[src/rtl/csp_channel.sv]
// csp_channel: single-slot four-phase bundled-data channel with independent sender/receiver FSMs.
// Optional CSP peek/probe outputs are enabled by defining CSP_CHANNEL_PEEK_EN.
module csp_channel #(
  parameter int WIDTH = 35
) (
  input  logic             clk,
  input  logic             rst,
  input  logic             s_req,
  input  logic [WIDTH-1:0] s_data,
  output logic             s_ack,
  output logic             r_req,
  output logic [WIDTH-1:0] r_data,
  input  logic             r_ack,
  output logic             full
`ifdef CSP_CHANNEL_PEEK_EN
  ,
  output logic             peek_valid,
  output logic [WIDTH-1:0] peek_data
`endif
);

  typedef enum logic {S_IDLE = 1'b0, S_ACK = 1'b1} snd_state_t;
  typedef enum logic [1:0] {R_IDLE = 2'd0, R_REQ = 2'd1, R_WAIT = 2'd2} rcv_state_t;

  snd_state_t       r_snd_state;
  snd_state_t       w_snd_nxt;
  rcv_state_t       r_rcv_state;
  rcv_state_t       w_rcv_nxt;
  logic             r_full;
  logic             r_sack;
  logic             r_rreq;
  logic [WIDTH-1:0] r_hold;
  logic             w_release;
  logic             w_load;
  logic             w_full_nxt;

  // Next-state logic; a release in the same edge lets the sender reload the slot directly.
  always_comb begin
    w_release  = (r_rcv_state == R_REQ) && r_ack;
    w_load     = (r_snd_state == S_IDLE) && s_req && (!r_full || w_release);
    w_snd_nxt  = r_snd_state;
    w_rcv_nxt  = r_rcv_state;
    w_full_nxt = r_full;

    case (r_snd_state)
      S_IDLE:  if (w_load) w_snd_nxt = S_ACK; else w_snd_nxt = S_IDLE;
      S_ACK:   if (!s_req) w_snd_nxt = S_IDLE; else w_snd_nxt = S_ACK;
      default: w_snd_nxt = S_IDLE;
    endcase

    case (r_rcv_state)
      R_IDLE:  if (r_full) w_rcv_nxt = R_REQ; else w_rcv_nxt = R_IDLE;
      R_REQ:   if (r_ack) w_rcv_nxt = R_WAIT; else w_rcv_nxt = R_REQ;
      R_WAIT:  if (!r_ack) w_rcv_nxt = R_IDLE; else w_rcv_nxt = R_WAIT;
      default: w_rcv_nxt = R_IDLE;
    endcase

    if (w_load) begin
      w_full_nxt = 1'b1;
    end else if (w_release) begin
      w_full_nxt = 1'b0;
    end else begin
      w_full_nxt = r_full;
    end
  end

  // State, handshake outputs and holding register.
  always_ff @(posedge clk or posedge rst) begin
    if (rst) begin
      r_snd_state <= S_IDLE;
      r_rcv_state <= R_IDLE;
      r_full      <= 1'b0;
      r_sack      <= 1'b0;
      r_rreq      <= 1'b0;
      r_hold      <= {WIDTH{1'b0}};
    end else begin
      r_snd_state <= w_snd_nxt;
      r_rcv_state <= w_rcv_nxt;
      r_full      <= w_full_nxt;
      r_sack      <= (w_snd_nxt == S_ACK);
      r_rreq      <= (w_rcv_nxt == R_REQ);
      if (w_load) begin
        r_hold <= s_data;
      end else begin
        r_hold <= r_hold;
      end
    end
  end

  assign s_ack  = r_sack;
  assign r_req  = r_rreq;
  assign r_data = r_hold;
  assign full   = r_full;

`ifdef CSP_CHANNEL_PEEK_EN
  assign peek_valid = r_full;
  assign peek_data  = r_hold;
`endif

endmodule

[config.mk]
export PLATFORM = sky130hd
export DESIGN_NAME = csp_channel
export DESIGN_NICKNAME = d
export VERILOG_FILES = /design/src/rtl/csp_channel.sv
export SDC_FILE = /design/constraint.sdc
export NUM_CORES = 1
export LEC_CHECK = 0
export BUFFER_PORTS_ARGS = -buffer_cell sky130_fd_sc_hd__buf_4
export CAP_MARGIN = 10
export CORE_AREA = 2 2 64 66
export CTS_CLUSTER_SIZE = 10
export DETAILED_ROUTE_END_ITERATION = 10
export DIE_AREA = 0 0 66 68
export PLACE_DENSITY = 0.76
export REMOVE_ABC_BUFFERS = 1
export SETUP_SLACK_MARGIN = 0.3
export SLEW_MARGIN = 20
export SYNTH_ARGS = -nofsm -noshare
export SYNTH_HDL_FRONTEND = slang
export SYNTH_SLANG_ARGS = --single-unit
[constraint.sdc]
create_clock -name clk -period 1.91 [get_ports clk]
set_input_delay 0.2865 -clock clk [delete_from_list [all_inputs] [get_ports clk]]
set_output_delay 0.2865 -clock clk [all_outputs]
set_load 0.02 [all_outputs]
After elaboration in Yosys (flattened, before gate mapping)
Cells that the tools add are included.
{"block": "word_totals", "reg_bits": 40, "inputBits": 39, "out_inout_bits": 38}
{"block": "op_classes", "n_eq_ne": 3, "mux": 9, "bitwise": 1, "n_reduce_logical": 7}
{"cell": "$pmux W2 S3", "count": 1}
{"cell": "$mux W1", "count": 5}
{"cell": "$eq A2 B1 Y1 const B", "count": 2}
{"cell": "$mux W2", "count": 2}
{"cell": "$logic_and A1 B1 Y1", "count": 3}
{"cell": "$eq A2 B2 Y1 const B", "count": 1}
{"cell": "$logic_not A2 Y1", "count": 1}
{"cell": "$pmux W1 S2", "count": 1}
{"cell": "$reduce_bool A2 Y1", "count": 1}
{"cell": "$logic_not A1 Y1", "count": 1}
{"cell": "$logic_or A1 B1 Y1", "count": 1}
{"cell": "$not A1 Y1", "count": 1}

Longest topological paths before layout
Gate-level depths: netlist (run 1).
{"block": "logic_depth", "depth_word": 6, "ltp_mapped": 4, "mapped_depth_nobuf": 3}

Worst setup path after synthesis (run 1)
No wires, ideal clock.
{"block": "synth_timing", "kind": "register to register", "from": "register s_ack (netlist name)", "to": "register r_hold[10] (netlist: r_data[10])", "t_arrival_ns": 1.488, "required_time_ns": 1.785, "path_slack_ns": 0.296, "stages_incl_launch_ff": 5, "path_buffers": 1, "synth_period_minus_slack_ns": 1.614, "cell_sequence": "dfrtp_1 > or2b_1 > a21oi_4 > buf_8 > mux2_4"}
{"element": "end signal, assigned", "line": "75", "rtl": "r_hold <= {WIDTH{1'b0}};"}
{"element": "end signal, assigned", "line": "83", "rtl": "r_hold <= s_data;"}
{"element": "end signal, assigned", "line": "85", "rtl": "r_hold <= r_hold;"}
{"element": "end, declared", "line": "32", "rtl": "logic [WIDTH-1:0] r_hold;"}

==> run_results.csv, run 1 <==
group,metric,value,unit
worst_setup_path,crit_chain,"or2b_1 > a21oi_4 > buf_12 > mux2_2",
grt,grt_first_pass_wirelength,5150,um
cts,post_cts_buffers,0,
die,core,3860,sq um
grt,track_usage,0.161,
synthesis,async_flop_share,1.00,
finish,n_antenna_cell,0,
finish,fin_area,2390,sq um
grt,grt_max_degree,41,
power,leakage,1.20,nW
sta,fin_skew,0.00592,ns
grt,grtUsageMet2,0.242,
placement,place_area,2270,sq um
die,io_pins,77,
power,ir_drop,0.000883,V
cts,clk_path_buf_depth,2,
power,p_int,0.00292,W
finish,final_layout_size_suffix_gt1_frac,0.709,
power,seq_power_share,0.348,
synthesis,synthFlopType,"dfrtp_1",
sta,fmax,658,MHz
job,max_cap_violations,0,
synthesis,syn-cell-area,1650,sq um
cts,ctsHoldBuffers,0,
finish,fin_util,0.619,
sta,worst_pin_slew,0.503,ns
die,die_area,4490,sq um
route,num_vias,1050,
synthesis,yosys_warnings,0,
synthesis,synth_area_leaders,"dfrtp_1, mux2_4, mux2_2",
grt,antenna_found_initial,0,
synthesis,yosysTopAreaCellShare,0.607,
sta,slew_headroom,0.665,
worst_setup_path,required,2.09,ns
route,drc_errors,0,
worst_setup_path,worst-path-buf-inv,1,
synthesis,ys_ff_latch,40,
route,detail-route-antenna-nets,0,
route,wl_per_cell,15.2,um
status,outcome,"complete, no violations",
placement,portBuffers,76,
worst_setup_path,rr_worst_depth,4,
grt,overflow,0,
die,initial_core_util,0.428,
worst_setup_path,crit_path_end_kind,"flip-flop",
synthesis,postSynthCellCount,91,
synthesis,yosysTopAreaCell,"dfrtp_1",
cts,cts-buffers-inserted,5,
worst_setup_path,arrival,1.70,ns
synthesis,synth_common_cells,"dfrtp_1, mux2_4, mux2_2, buf_8, nor2_1",
route,drt_iter0_markers,28,
grt,grt_busiest_layer,"met2",
worst_setup_path,r2r_end,"r_data[32]$_DFFE_PP0P_",
sta,grt_setup_unrepaired,"false",
grt,grtUsageMet1,0.198,
worst_setup_path,reg2reg_slack,0.39,ns
grt,grt_pass1_vias,1059,
worst_setup_path,worstSetupStartpointType,"flip-flop",
worst_setup_path,critical_path.max_stage_delay,0.40,ns
grt,grtUsageMet3,0.0822,
sta,min_period,1.52,ns
sta,hold_violations,0,
sta,finalSetupViolCount,0,
sta,period_share,0.795,
sta,setup_tns,0,ns
worst_setup_path,cp_top_family,"flip-flops",
cts,cts.clk_slew.worst_paths,0.07,ns
cts,insertion_delay,0.29,ns
power,clkPwrFrac,0.152,
worst_setup_path,cp_slowest_cell,"dfrtp_1",
die,rows,23,
cts,ctsHtreeMaxLevel,2,
finish,area_growth,44.8,%
cts,cts.sinks,40,
route,wl,3410,um
finish,final_nets,213,
synthesis,synth.distinct_cells,13,
placement,dp_hpwl,2530,um
die,die_w,66,um
placement,gp_congestion,0.680,
hold_path,hold_path_class,"primary input to asynchronous set/reset pin",
cts,tritoncts,"built",
power,combPwrFrac,0.499,
cts,clock-root-buffer,"clkbuf_8",
power,p_sw_frac,0.352,
route,drt-pass1-iter-count,4,
synthesis,synth_edf_count,0,
route,viasPerCell,4.67,
synthesis,avgSynthCellArea,18.1,sq um
worst_setup_path,cp_max_fo,21,
worst_setup_path,r2r_start,"s_ack$_DFF_PP0_",
worst_setup_path,critPathKind,"flip-flop to flip-flop",
power,power_density,1890,nW/um^2
die,die_h,68,um
synthesis,ys_seq_area_frac,0.607,
synthesis,post-synth-top-count-cell,"dfrtp_1",
power,power_switching,0.00159,W
sta,slew_violations,0,
[worst max path at each step]
stage | to | slack (ns) | cells past startpoint | startpoint
finish | r_data[32]$_DFFE_PP0P_ | 0.39 | 4 | s_ack$_DFF_PP0_
global route | r_data[33]$_DFFE_PP0P_ | 0.34 | 4 | s_ack$_DFF_PP0_
CTS | r_data[30]$_DFFE_PP0P_ | 0.33 | 4 | s_ack$_DFF_PP0_
detailed placement | r_data[7]$_DFFE_PP0P_ | 0.34 | 4 | s_ack$_DFF_PP0_
global placement | r_data[3]$_DFFE_PP0P_ | 0.40 | 5 | s_req
floorplan | r_data[0]$_DFFE_PP0P_ | -0.26 | 3 | s_ack$_DFF_PP0_
[cells in the final DEF (no fill, tap or decap), types with 2 or more instances in the layout]
cell      Yosys  final
buf_4         0     77
clkbuf_8      0      5
dfrtp_1      40     40
inv_1         2      2
mux2_2        5      5
mux2_4       30     30
nand2_1       2      2
nor2_1        3      3
[power groups by stage]
stage               registers (W)  logic, W  clock network, W
global placement          0.00156   0.00220                 0
global route              0.00163   0.00237          0.000756
finish                    0.00157   0.00225          0.000685
detailed placement        0.00157   0.00228                 0
floorplan                 0.00204  0.000884                 0
CTS                       0.00157   0.00228          0.000708
[registers in the layout (all words and copies together) (netlist names)]
register     cells
full             1
r_data          35
r_rcv_state      2
r_req            1
s_ack            1
[logic make-up (layout without fill, tap and decap cells)]
kind of cell | after synthesis | after routing | share of synthesized area
mux | 36 | 36 | 0.313
simple gates | 7 | 7 | 0.0281
buf+inv | 5 | 89 | 0.0319
compound gates | 2 | 2 | 0.0144
flops | 40 | 40 | 0.607
xor+xnor | 1 | 1 | 0.00531
[stage by stage]
step | hold slack [ns] | instances | setup WS, ns | power [W]
6_report | 0.115 | 225 | 0.391 | 0.00451
5_1_grt | 0.151 | 225 | 0.341 | 0.00475
4_1_cts | 0.124 | 225 | 0.333 | 0.00456
3_5_place_dp | 0.446 | 217 | 0.345 | 0.00385
3_3_place_gp | 0.427 | 217 | 0.396 | 0.00377
2_1_floorplan | 0.409 | 88 | -0.263 | 0.00293
[layout make-up]
class | instances | area (sq um)
Timing Repair Buffer | 79 | 609
Tap cell | 50 | 62.6
Clock buffer | 5 | 68.8
Inverter | 2 | 7.51
Fill cell | 297 | 1470
Clock inverter | 3 | 42.5
Sequential cell | 40 | 1000
Multi-Input combinational cell | 46 | 596
[per-layer routing]
| layer | part of all wire | up-vias |
|---|---|---|
| met5 | 0 | - |
| met4 | 0.011 | 0 |
| met3 | 0.089 | 4 |
| met2 | 0.50 | 48 |
| met1 | 0.40 | 523 |
| li1 | - | 475 |
[worst register-to-register path: cells and delay by family, from the launching register on]
kind | cells | cell delay (ns)
simple gates | 1 | 0.27
flops | 1 | 0.40
mux | 1 | 0.36
buf+inv | 1 | 0.21
compound gates | 1 | 0.17
[what timing repair did]
item,CTS,global route
resized for setup,0,1
endpoints found under the setup margin,0,4
endpoints found under the hold margin,0,0
No activity file was read; power rests on OpenSTA's default activity.
==> run 2: changes to the inputs <==
==> constraint.sdc (replaced) <==
create_clock -name clk -period 1.5 [get_ports clk]
set_input_delay 0.225 -clock clk [delete_from_list [all_inputs] [get_ports clk]]
set_output_delay 0.225 -clock clk [all_outputs]
set_load 0.02 [all_outputs]
==> run 2 against run 1 <==
First-iteration DRC count grew 71%. Sequential cell count stayed put. Clock-buffer cell count up 1. The run now ends with setup timing left. Non-clock buffer count grew 12.
==> run_results.csv, run 2 (synthesized netlist as in run 1, its figures left out) <==
group,metric,value,unit
route,drc_errors,0,
die,die_area,4490,sq um
grt,grt_first_pass_wirelength,5710,um
job,max_cap_violations,0,
grt,antenna_found_initial,0,
placement,dp_slack,-0.0181,ns
grt,track_usage,0.178,
cts,insertion_delay,0.28,ns
power,ir_drop,0.00132,V
power,power_density,2330,nW/um^2
sta,period_share,1.02,
placement,dp.cells,220,
route,num_vias,1072,
route,detail-route-antenna-nets,0,
worst_setup_path,crit_chain,"or2b_1 > a21oi_4 > buf_6 > clkbuf_16 > mux2_4",
finish,final_layout_size_suffix_gt1_frac,0.727,
finish,fin_util,0.674,
sta,setup_slack,-0.0268,ns
sta,min_period,1.53,ns
finish,final_nets,225,
worst_setup_path,worst-path-buf-inv,2,
route,viasPerCell,4.52,
die,io_pins,77,
finish,multi_input_area,614,sq um
sta,fmax,655,MHz
power,finalPower,0.00605,W
status,outcome,"finished, violations left",
cts,clk_path_buf_depth,2,
cts,cts-buffers-inserted,5,
route,wl_per_cell,15.9,um
route,drt-pass1-iter-count,3,
finish,n_antenna_cell,0,
finish,layout.cells.non_filler,237,
worst_setup_path,crit_path_end_kind,"flip-flop",
worst_setup_path,cp_top_family,"flip-flops",
status,violations,"setup timing",
sta,slew_violations,0,
placement,gp_congestion,0.659,
finish,final-seq-area,1000,sq um
worst_setup_path,worstSetupStartpointType,"flip-flop",
sta,worst_pin_slew,0.266,ns
finish,final_common_cell,"buf_4",
worst_setup_path,crit_cells,5,
worst_setup_path,critPathKind,"flip-flop to flip-flop",
sta,slew_headroom,0.822,
route,drt_iter0_markers,48,
die,core,3860,sq um
die,initial_core_util,0.428,
worst_setup_path,rr_worst_depth,5,
sta,hold_violations,0,
route,wl,3770,um
die,rows,23,
sta,finalSetupViolCount,28,
grt,grt_max_degree,36,
finish,area_growth,57.6,%
worst_setup_path,critical_path.max_stage_delay,0.38,ns
power,leakage,1.31,nW
placement,portBuffers,76,
grt,grt_pass1_vias,1143,
finish,fillers,280,
hold_path,hold_path_class,"primary input to flip-flop",
worst_setup_path,arrival,1.70,ns
worst_setup_path,cp_slowest_cell,"dfrtp_1",
sta,fin_skew,0.00702,ns
cts,ctsHtreeMaxLevel,2,
die,die_w,66,um
hold_path,hold_depth,2,
sta,whs,0.166,ns
cts,cts.clk_slew.worst_paths,0.08,ns
die,die_h,68,um
finish,layout_common_cells,"buf_4, dfrtp_1, mux2_4, clkbuf_8, buf_6",
cts,clock-root-buffer,"clkbuf_8",
placement,dp_hpwl,2590,um
cts,tritoncts,"built",
cts,cts.sinks,40,
grt,overflow,0,
finish,largest_reg_flops,35,
worst_setup_path,required,1.67,ns
sta,grt_setup_unrepaired,"true",
worst_setup_path,cp_max_fo,5,
[run 2: cell types whose count changed in the layout (fill, tap and decap cells not counted), moves of 2 or more]
cell | before | now
mux2_2 | 5 | 0
mux2_4 | 30 | 35
buf_6 | 1 | 5
buf_16 | 0 | 3
buf_12 | 1 | 3
[run 2: final timing paths]
kind / start / endpoint / slack [ns]
min: s_data[31] / r_data[31]$_DFFE_PP0P_ / 0.17
max: s_ack$_DFF_PP0_ / r_data[15]$_DFFE_PP0P_ / -0.03
max reg2reg: s_ack$_DFF_PP0_ / r_data[15]$_DFFE_PP0P_ / -0.03
max in group asynchronous: rst / full$_DFFE_PP0P_ / 0.59
min in group asynchronous: rst / r_data[32]$_DFFE_PP0P_ / 0.45
min reg2reg: r_data[21]$_DFFE_PP0P_ / r_data[21]$_DFFE_PP0P_ / 0.51
[run 2: layout make-up]
class                           instances  share of cell area
Tap cell                               50              0.0241
Clock inverter                          2             0.00385
Timing Repair Buffer                   91               0.315
Inverter                                2             0.00289
Sequential cell                        40               0.386
Clock buffer                            6              0.0318
Multi-Input combinational cell         46               0.236
[run 2: layer usage]
layer,track usage,vias up,share of wire
met4,0.0612,0,0.0085
met3,0.0493,4,0.060
met1,0.216,522,0.40
met5,0,-,0
li1,-,502,-
met2,0.307,44,0.53
[run 2: stage by stage]
| stage | instance area [sq um] | setup TNS (ns) |
|---|---|---|
| 4_1_cts | 2560 | -0.529 |
| 2_1_floorplan | 1600 | -21.55 |
| 3_3_place_gp | 2320 | 0 |
| 5_1_grt | 2600 | -1.49 |
| 6_report | 2600 | -0.381 |
| 3_5_place_dp | 2320 | -0.0632 |
[run 2: power by group]
part | leakage (nW) | internal [W] | total [W] | switching, W
registers | 0.472 | 0.00164 | 0.00200 | 0.000368
clock network | 0.0510 | 0.000367 | 0.000713 | 0.000346
logic | 0.789 | 0.00195 | 0.00333 | 0.00139
[run 2: repair_timing]
item | CTS | global route
gates cloned | 3 | 1
hold endpoints to repair | 5 | 0
hold buffers | 1 | 0
setup endpoints to repair | 35 | 37
gates resized for setup | 11 | 3
setup buffers | 3 | 1
